`src/rtl/pc_fetch.sv`:
```
// Program counter and instruction-fetch sequencer: issues one instruction-bus
// read per PC, buffers the returned word and reports readiness to flow control.
module pc_fetch #(
    parameter int          CPU_WIDTH  = 32,
    parameter int          FLOW_WIDTH = 2,
    parameter logic [31:0] RESET_PC   = 32'h0000_0000,
    parameter logic [31:0] NOP_INST   = 32'h0000_0013
) (
    input  logic                  clk,
    input  logic                  rst,
    input  logic [CPU_WIDTH-1:0]  next_pc_i,
    input  logic                  next_pc_four_i,
    input  logic [FLOW_WIDTH-1:0] flow_pc_i,
    output logic                  ibus_req_o,
    output logic [CPU_WIDTH-1:0]  ibus_addr_o,
    input  logic                  ibus_gnt_i,
    input  logic                  ibus_rvalid_i,
    input  logic [31:0]           ibus_rdata_i,
    output logic [CPU_WIDTH-1:0]  pc_o,
    output logic [31:0]           inst_o,
    output logic                  inst_valid_o,
    output logic                  bus_wait_o
);

    localparam logic [FLOW_WIDTH-1:0] FLOW_WORK    = FLOW_WIDTH'(0);
    localparam logic [FLOW_WIDTH-1:0] FLOW_STOP    = FLOW_WIDTH'(1);
    localparam logic [FLOW_WIDTH-1:0] FLOW_REFRESH = FLOW_WIDTH'(2);

    typedef enum logic [1:0] {
        S_FETCH,
        S_WAIT,
        S_READY
    } state_t;

    state_t               state, state_d;
    logic [CPU_WIDTH-1:0] pc_q, pc_d, pc_nxt;
    logic [31:0]          inst_q, inst_d;
    logic                 kill_q, kill_d;
    logic                 req_q;
    logic                 redirect, refresh, grant, rd_outstanding;

    assign pc_nxt   = next_pc_four_i ? pc_q + CPU_WIDTH'(4) : next_pc_i;
    assign redirect = (flow_pc_i == FLOW_WORK) && !next_pc_four_i;
    assign refresh  = (flow_pc_i == FLOW_REFRESH);
    // The request line is registered so it is low during reset; a grant is
    // only meaningful while a request is actually presented.
    assign grant    = ibus_gnt_i && req_q;

    // NOTE: sequential state uses non-blocking assignments so every register
    // samples the pre-edge values of its neighbours.
    always_ff @(posedge clk or posedge rst) begin
        if (rst) begin
            state  <= S_FETCH;
            pc_q   <= RESET_PC;
            inst_q <= NOP_INST;
            kill_q <= 1'b0;
            req_q  <= 1'b0;
        end else begin
            state  <= state_d;
            pc_q   <= pc_d;
            inst_q <= inst_d;
            kill_q <= kill_d;
            req_q  <= (state_d == S_FETCH);
        end
    end

    // NOTE: every signal gets a default before the case so no path leaves it
    // unassigned, which would otherwise infer a latch.
    always_comb begin
        state_d        = state;
        pc_d           = pc_q;
        inst_d         = inst_q;
        kill_d         = kill_q;
        rd_outstanding = 1'b0;

        unique case (state)
            S_FETCH: begin
                if (grant) begin
                    state_d        = S_WAIT;
                    rd_outstanding = 1'b1;
                    if (redirect) begin
                        pc_d   = next_pc_i;
                        kill_d = 1'b1;
                    end
                end else if (redirect) begin
                    pc_d = next_pc_i;
                end
            end
            S_WAIT: begin
                rd_outstanding = !ibus_rvalid_i;
                if (redirect) begin
                    pc_d = next_pc_i;
                    if (ibus_rvalid_i) begin
                        kill_d  = 1'b0;
                        state_d = S_FETCH;
                    end else begin
                        kill_d = 1'b1;
                    end
                end else if (ibus_rvalid_i) begin
                    if (kill_q) begin
                        kill_d  = 1'b0;
                        state_d = S_FETCH;
                    end else begin
                        inst_d  = ibus_rdata_i;
                        state_d = S_READY;
                    end
                end
            end
            S_READY: begin
                if (flow_pc_i == FLOW_WORK) begin
                    pc_d    = pc_nxt;
                    inst_d  = NOP_INST;
                    state_d = S_FETCH;
                end
            end
            default: state_d = S_FETCH;
        endcase

        // A response landing in the same cycle as the refresh has already
        // retired, so only a read still in flight needs to be killed.
        if (refresh) begin
            pc_d   = RESET_PC;
            inst_d = NOP_INST;
            if (rd_outstanding) begin
                kill_d  = 1'b1;
                state_d = S_WAIT;
            end else begin
                kill_d  = 1'b0;
                state_d = S_FETCH;
            end
        end
    end

    always_comb begin
        ibus_req_o   = req_q;
        ibus_addr_o  = pc_q;
        pc_o         = pc_q;
        inst_valid_o = (state == S_READY);
        inst_o       = inst_valid_o ? inst_q : NOP_INST;
        bus_wait_o   = !inst_valid_o;
    end

endmodule

```
`config.mk`:
```
export PLATFORM = sky130hd
export DESIGN_NAME = pc_fetch
export DESIGN_NICKNAME = d
export VERILOG_FILES = /design/src/rtl/pc_fetch.sv
export SDC_FILE = /design/constraint.sdc
export NUM_CORES = 1
export LEC_CHECK = 0
export CAP_MARGIN = 20
export CORE_ASPECT_RATIO = 1.4
export CORE_MARGIN = 4
export CORE_UTILIZATION = 43
export CTS_CLUSTER_DIAMETER = 150
export DETAILED_ROUTE_END_ITERATION = 10
export HOLD_SLACK_MARGIN = 0.06
export PLACE_DENSITY = 0.81
export SLEW_MARGIN = 20
export SYNTH_ARGS = -nofsm -noshare
export SYNTH_HDL_FRONTEND = slang
export SYNTH_SLANG_ARGS = --single-unit
```
`constraint.sdc`:
```
create_clock -name clk -period 2.8 [get_ports clk]
set_clock_uncertainty 0.05 [all_clocks]
set_input_delay 0.56 -clock clk [delete_from_list [all_inputs] [get_ports clk]]
set_output_delay 0.56 -clock clk [all_outputs]
set_load 0.1 [all_outputs]
```
==> key figures <==
Outcome
  • Outcome: complete, no violations

Critical path
  • Crit Path Max Fanout: 40
  • Worst Reg-to-Reg Cells: 6
  • FF-to-FF End: ibus_addr_o[20]
  • CP Data Arrival Time: 1.79 ns
  • Critical Path End Type: output pin
  • R2r startpoint: ibus_addr_o[2]
  • Worst endpoint required time: 2.19 ns
  • R2R setup slack: 0.63 ns
  • Setup CP Type: reg -> out
  • Type of origin of the critical path: flop

Timing
  • Relative slew slack: 37.8%
  • Fin Hold WS: 0.419 ns
  • Measured slew at the worst slew-check pin: 0.933 ns
  • RSZ-0062 raised after global routing: no
  • Setup Viol. Count Final: 0
  • Min Tclk post-route: 2.40 ns
  • Setup_tns: 0 ns
  • Fmax: 416 MHz
  • Fin. max-slew vios: 0
  • Hold Vio Cnt, Final: 0
  • Period Utilization, post-route: 85.8%

Synthesis
  • Most frequent cell after synthesis: nand2_1
  • Mapped Nets: 544
  • Yosys reg bits: 68
  • Syn. warnings: 0
  • Syn Area/Cell: 8.37 um^2
  • Area leader, netlist: dfrtp_1
  • Top cells by count, synth: nand2_1, dfrtp_1, o21ai_0
  • Number of flops mapped to enable cells by yosys: 0
  • Asr flop ratio synth: 100%
  • Dominant cells by area after synthesis: dfrtp_1, nand2_1, o21ai_0, buf_4, and2_1
  • Yosys cell types: 47
  • Post-synth top area share: 41.2%
  • Post-Synthesis Cells: 472
  • Seq/Total Area, Yosys: 43.1%
  • Post-synth top flop: dfrtp_1
  • Mapped cell area: 3950 um^2

Floorplanning
  • Num ports: 170
  • FP Rows: 41
  • Die span in x: 89.0 um
  • Starting Density: 44.0%
  • Die Ht: 121 um
  • Core ar.: 8980 um^2
  • DIE AREA: 10,800 um^2

Route
  • DRT iter0 DRCs: 156
  • Via count: 3,969
  • Drc violations: 0
  • DR WL/cell: 16.9 um
  • Final WL: 12,200 um
  • Drt pass-1 iters: 4
  • Routed Antenna Nets: 0
  • Via/cell ratio: 5.53

Hold path
  • Worst hold path class: reg -> reg
  • Min-Delay Path Depth: 2
  • Hold EP: inst_q[18]
  • Worst Hold Launch: inst_q[18]

CTS
  • CTS tree: done
  • CTS resizes: 0
  • Clock Path Buffers: 2
  • # hold bufs at CTS: 0
  • CTS root buf: clkbuf_16
  • Skew-Pair Late Insertion Delay: 0.34 ns
  • Clock Sinks: 68
  • Num CTS Buffers: 9
  • Setup bufs post-CTS: 0
  • Htree depth: 3
  • Clk slew on worst S/H paths: 0.05 ns

Placed design
  • RePlAce Congestion: 0.837
  • I/O Buffers: 169
  • Dpl hpwl: 9000 um

Global routing
  • First-pass GRT wire length: 19,000 um
  • Pin count of the biggest net entering global routing: 65
  • Vias in the first global route: 3,979
  • Antenna violations before repair: 0
  • GRT Util Overall: 22.7%
  • Grt ovf: 0

Run
  • Max Cap Viol: 0

Power and ir drop
  • Static Leak: 0.00273 uW
  • Pwr/cell area: 942 nW/um^2
  • VDD IR max: 509 uV

Cells and area
  • NumNets Final: 678
  • Ant. Diodes: 0
  • Area delta synth->final: 52.3%
  • Layout cells sized above 1: 24.7%
-- routing by layer --
metal | wire length, um | part of all wire (%) | GRT usage, %
met4 | 373 | 3.1 | 11.7
met5 | 0 | 0 | 0
met3 | 1360 | 11 | 7.13
met2 | 6140 | 51 | 40.1
met1 | 4290 | 35 | 23.3
-- report_power, final --
part	internal (uW)	total (uW)	switching, uW	leakage, uW
sequential	1290	1580	286	0.000878
clock	734	1150	420	0.000149
combinational	746	2940	2190	0.00171
total	2780	5670	2900	0.00273
-- stage by stage --
step                      instance area, um^2  cells  power [uW]  setup slack [ns]  utilization, %
after CTS                                6020    718        5700             0.379            67.1
after detailed placement                 5720    702        4540             0.252            63.7
after global placement                   5720    702        4470             0.413            63.7
final                                    6020    718        5670             0.397            67.1
after global routing                     6020    718        5910             0.299            67.1
after floorplan                          3960    472        3780            0.0556               -
-- area by class of cell --
type                            instances  area [um^2]
Clock buffer                           12          256
Tap cell                              107          134
Timing Repair Buffer                  181         1960
Inverter                                8         30.0
Sequential cell                        68         1710
Multi-Input combinational cell        338         1890
Clock inverter                          4         47.5
Fill cell                             710         2960
-- how the worst max path moves through the flow --
stage | start | end | slack [ns] | depth (start not counted)
6_report | state[1] | inst_o[7] | 0.40 | 4
5_1_grt | state[1] | inst_o[7] | 0.30 | 4
4_1_cts | state[1] | inst_o[7] | 0.38 | 4
3_5_place_dp | next_pc_four_i | inst_q[20] | 0.25 | 4
3_3_place_gp | next_pc_four_i | inst_q[25] | 0.41 | 4
2_1_floorplan | state[1] | inst_o[0] | 0.06 | 4
-- registers in the layout (all words and copies together), names as in the netlist --
signal       count
ibus_req_o       1
inst_q          32
kill_q           1
ibus_addr_o     32
state            2
-- cell families after synthesis --
kind of cell	synth area share [%]
and+or+nand+nor	27.3
AOI/OAI and AO/OA	17.4
muxes	1.04
DFF	43.1
xor gates and xnor gates	1.33
buffers and inverters	9.43
adders and majority gates	0.317
-- critical path, cell delays in order (launching register included) --
cell and delay (ns):
dfrtp_1 0.42, nor2b_2 0.20, buf_4 0.37, and2_1 0.26, buf_12 0.19
-- placed cells by master (no fill, tap or decap), types with 3 or more instances in the layout --
cell type,instances
a21oi_1,19
a22oi_1,10
a31oi_1,3
and2_1,24
and2_2,5
and3_1,4
buf_12,34
buf_4,77
clkbuf_16,9
clkdlybuf4s50_1,70
dfrtp_1,65
dfstp_2,3
inv_1,7
mux2i_1,3
nand2_1,86
nand3_1,11
nand4_1,13
nand4_2,3
nor2_1,26
nor2b_1,4
nor3_1,8
nor4_1,6
o211ai_1,6
o21ai_0,61
o21ai_1,8
o31a_1,3
xor2_1,6
(Power assumes the default switching activity.)
==> variant 1, RTL diff (same settings) <==
Make the reset (`rst`) synchronous in one clocked block.
--- a/src/rtl/pc_fetch.sv
+++ b/src/rtl/pc_fetch.sv
@@ -49,5 +49,5 @@
     // NOTE: sequential state uses non-blocking assignments so every register
     // samples the pre-edge values of its neighbours.
-    always_ff @(posedge clk or posedge rst) begin
+    always_ff @(posedge clk) begin
         if (rst) begin
             state  <= S_FETCH;
Behaviour: differs if rst is asserted again (counterexample within 4 cycles, from zero or initial values and one cycle with rst high); with rst held inactive, the same outputs for 10 cycles.
==> variant 1 against the unedited design <==
  * Global-route usage grew 1.7 points
  * Sequential cell count stayed put
  * Wire length grew 5.7%
  * Worst setup slack improved by 4.6 ps
  * Highest routed layer unchanged
  * First-iteration DRC count increased by 85%
  * Cell area fell by 3.2%
  * Synthesized area down 2.8%
  * Core utilization is 0.27 points higher
Power is not compared: it rests on default switching activity, and its combinational part moved more than twofold at a synthesized area within 25%.
==> variant 1: results (changes against the unedited design) <==
| Metric | Value |
|---|---|
| Total Routing Usage GR | `0.243 (+0.0166)` |
| Area Growth Syn to Fin | `51.8%` |
| Clock buffer cells | `11 (-1)` |
| Hold Crit Start | `inst_q[0]` |
| Worst R2R End | `ibus_addr_o[31]` |
| Seq/Total Area, Yosys | `0.355 (-0.0770)` |
| Min-Delay Endpoint | `inst_q[0]` |
| Number of non-clock inverters | `2 (-6)` |
| Met1 Use GR | `0.264 (+0.0305)` |
| Cell variety after synth | `56 (+19%)` |
| Synth cell count leaders | `dfxtp_1, nor2_1, nand2_1` |
| Hold WS | `417 ps (-2.13 ps)` |
| Sequential share of cell area | `0.236 (-0.0476)` |
| Final GP Congestion | `0.905 (+8.2%)` |
| Main synth FF type | `dfxtp_1` |
| Kind of start point of the critical path | `primary input` |
| Post-DP Area | `5570 um^2 (-2.5%)` |
| Final #Nets | `690 (+1.8%)` |
| Outcome | `finished clean` |
| Ratio of cells with drive above 1 in the final layout | `0.262 (+0.0153)` |
| Syn nets | `561 (+3.1%)` |
| R2r startpoint | `ibus_addr_o[7]` |
| DRT iter0 DRCs | `288 (+85%)` |
| Routed wl met3 | `1490 um (+9.8%)` |
| Crit. Startpoint | `flow_pc_i[1]` |
| Crit Path Max Fanout | `13 (-68%)` |
| #MultiIn Comb | `353 (+4.4%)` |
| Mux share of post-synthesis cell area | `0.0238 (+0.0133)` |
| DRT Wirelength | `12900 um (+5.7%)` |
| Reg2reg path depth | `5 (-1)` |
| Multi-input gate share of total cell area | `0.361 (+0.0471)` |
| GRT met2 Usage | `0.423 (+0.0221)` |
| Fill count | `727 (+2.4%)` |
| Wl on met1 | `4470 um (+4.4%)` |
| Synth area leaders | `dfxtp_1, buf_4, a22oi_1, and2_1, nor2_1` |
| Non-clock buffers | `184 (+1.7%)` |
[variant 1: changes by cell type in the layout (fill, tap and decap cells not counted), sizes merged, moves of 11 or more]
cell and change:
nor2 +28, nand3 +16, o21ai -48, nand4 -11, dfrtp -65, nand2 -39, dfxtp +68, a22oi +20
[variant 1: logic make-up (layout without fill, tap and decap cells)]
| group | count (synthesis) | in the layout |
|---|---|---|
| multiplexers | 9 | 9 |
| AND/OR/NAND/NOR | 227 | 227 |
| AO/OA/AOI/OAI | 116 | 116 |
| flip-flops | 68 | 68 |
| adder cells (fa/ha/maj) | 1 | 1 |
| buffers and inverters | 68 | 200 |
[variant 1: power groups by stage]
stage,clock [W],sequential [W],combinational (W)
after global routing,0.00106,0.00103,0.000500
after detailed placement,0,0.00104,0.000476
after floorplan,0,0.00113,0.000216
final,0.000997,0.00102,0.000477
after global placement,0,0.00104,0.000471
after CTS,0.00102,0.00102,0.000478
==> variant 2, RTL diff (config.mk and constraints unchanged) <==
Without the edit above. `FLOW_WIDTH`: 2 -> 3.
--- a/src/rtl/pc_fetch.sv
+++ b/src/rtl/pc_fetch.sv
@@ -3,5 +3,5 @@
 module pc_fetch #(
     parameter int          CPU_WIDTH  = 32,
-    parameter int          FLOW_WIDTH = 2,
+    parameter int          FLOW_WIDTH = 3,
     parameter logic [31:0] RESET_PC   = 32'h0000_0000,
     parameter logic [31:0] NOP_INST   = 32'h0000_0013
Interface: changed (resized flow_pc_i); port bits go from 170 to 171. The function was not compared with the original's and may differ.
==> variant 2 against the unedited design <==
  * Wire length down 1.4%
  * Synthesized area up 1.4%
  * Worst setup slack better by 43 ps
  * Die area up 1.3%
  * Critical path depth up 2
  * Cell area up 1.7%
  * Sequential cell count unchanged
  * Sequential power up 4%
  * Total power up 23%
  * Fmax up 1.8%
  * Synthesized cell count unchanged
  * Largest cell class unchanged
  * Largest power group unchanged
==> variant 2: results (changes against the unedited design) <==
| Metric | Value |
|---|---|
| Post-DP Area | `5830 um^2 (+2.0%)` |
| Asr flop ratio synth | `1.00 (unchanged)` |
| DRT iter0 DRCs | `154 (-1.3%)` |
| First-pass GRT wire length | `18600 um (-2.3%)` |
| Max stage delay on crit path | `430 ps` |
| Setup crit end | `inst_o[13]` |
| Ratio of cells with drive above 1 in the final layout | `0.289 (+0.0419)` |
| Vias/cell | `5.56 (+0.56%)` |
| Max Slew Vio Count | `0 (unchanged)` |
| Synth area leaders | `dfrtp_1, o21ai_0, buf_4, nand3_1, nor2_1` |
| Inst Count DP | `701 (-0.14%)` |
| Leak Pwr | `2.64 nW (-3.3%)` |
| Vias in the first global route | `3876 (-2.6%)` |
| Syn nets | `545 (+0.18%)` |
| Switching fraction of total power | `0.560 (+0.0498)` |
| Reg2reg setup slack | `660 ps (+30 ps)` |
| Worst R2R End | `ibus_addr_o[24]` |
| Crit. Startpoint | `state[1]` |
| Crit Path Max Fanout | `31 (-23%)` |
| 1st-pass router iterations | `5 (+1)` |
| Hold Crit Start | `inst_q[0]` |
| Seq/Total Area, Yosys | `0.425 (-0.00606)` |
| R2r startpoint | `ibus_addr_o[2]` |
| Fill count | `703 (-0.99%)` |
| Outcome | `finished clean` |
| Final GP Congestion | `0.841 (+0.53%)` |
| DP HPWL | `8840 um (-1.8%)` |
| Port buffer count | `170 (+0.59%)` |
| DRT Wirelength | `12000 um (-1.4%)` |
| Slew at the pin with the worst max-slew slack | `752 ps (-181 ps)` |
| Cell variety after synth | `49 (+4.3%)` |
| Total Routing Usage GR | `0.219 (-0.00800)` |
| Worst vdd ir | `0.572 mV (+12%)` |
| Synth cell count leaders | `dfrtp_1, o21ai_0, nor2_1` |
| Critical Path AT | `1750 ps (-40 ps)` |
| Post-Layout Cell Count | `716 (-0.28%)` |
| Avg Cell Area, Syn | `8.49 um^2 (+1.4%)` |
| H-tree lvl count | `3 (unchanged)` |
variant 2: cell count changes after synthesis, sizes merged, moves of 10 or more:
cell / before / now
and2: 29 / 2
buf: 37 / 47
inv: 8 / 37
nand2: 86 / 19
nand3: 12 / 43
nor2: 27 / 51
variant 2: through the flow:
step                setup WS, ps  setup TNS [ps]   util  power, W
floorplan                   -122           -2440      -   0.00490
global placement             520               0  0.642   0.00586
detailed placement           463               0  0.642   0.00593
CTS                          430               0  0.674   0.00704
global route                 334               0  0.674   0.00728
finish                       440               0  0.674   0.00699
variant 2: power by group through the flow:
stage / sequential (W) / clock (W) / combinational [W]
after floorplan: 0.00238 / 0 / 0.00252
after global placement: 0.00163 / 0 / 0.00423
after detailed placement: 0.00165 / 0 / 0.00428
after CTS: 0.00164 / 0.00110 / 0.00429
after global routing: 0.00168 / 0.00116 / 0.00444
final: 0.00164 / 0.00109 / 0.00426
variant 2: worst min path at each step:
stage	endpoint	slack, ps
floorplan	inst_q[0]	430
global placement	inst_q[4]	440
detailed placement	inst_q[1]	440
CTS	inst_q[1]	450
global route	inst_q[0]	460
finish	inst_q[0]	440
variant 2: cell type report:
| type | instances | area [um^2] | share of cell area |
|---|---|---|---|
| timing repair buffer | 184 | 1970 | 0.322 |
| multi-input combinational | 305 | 1880 | 0.307 |
| sequential | 68 | 1710 | 0.279 |
| clock buffer | 14 | 284 | 0.0464 |
| inverter | 37 | 139 | 0.0227 |
| tap | 107 | 134 | 0.0219 |
| clock inverter | 1 | 5.00 | 0.000818 |
variant 2: per-layer routing:
layer  GRT usage  vias up  wire [um]
met4      0.0950        0        194
met3      0.0692       13       1170
met2       0.367      179       6130
li1            -     1895          -
met1       0.251     1893       4510
met5           0        -          0
variant 2: cell families after synthesis:
kind of cell	synth area share
AND/OR/NAND/NOR	0.225
XOR/XNOR	0.0131
AO/OA/AOI/OAI	0.184
multiplexers	0.0128
buffers and inverters	0.136
flip-flops	0.425
adder cells (fa/ha/maj)	0.00312
variant 2: worst max-delay path: cells and delay by family (launching register included):
kind | cells | cell delay [ps]
buffers and inverters | 4 | 640
flip-flops | 1 | 430
AND/OR/NAND/NOR | 2 | 330
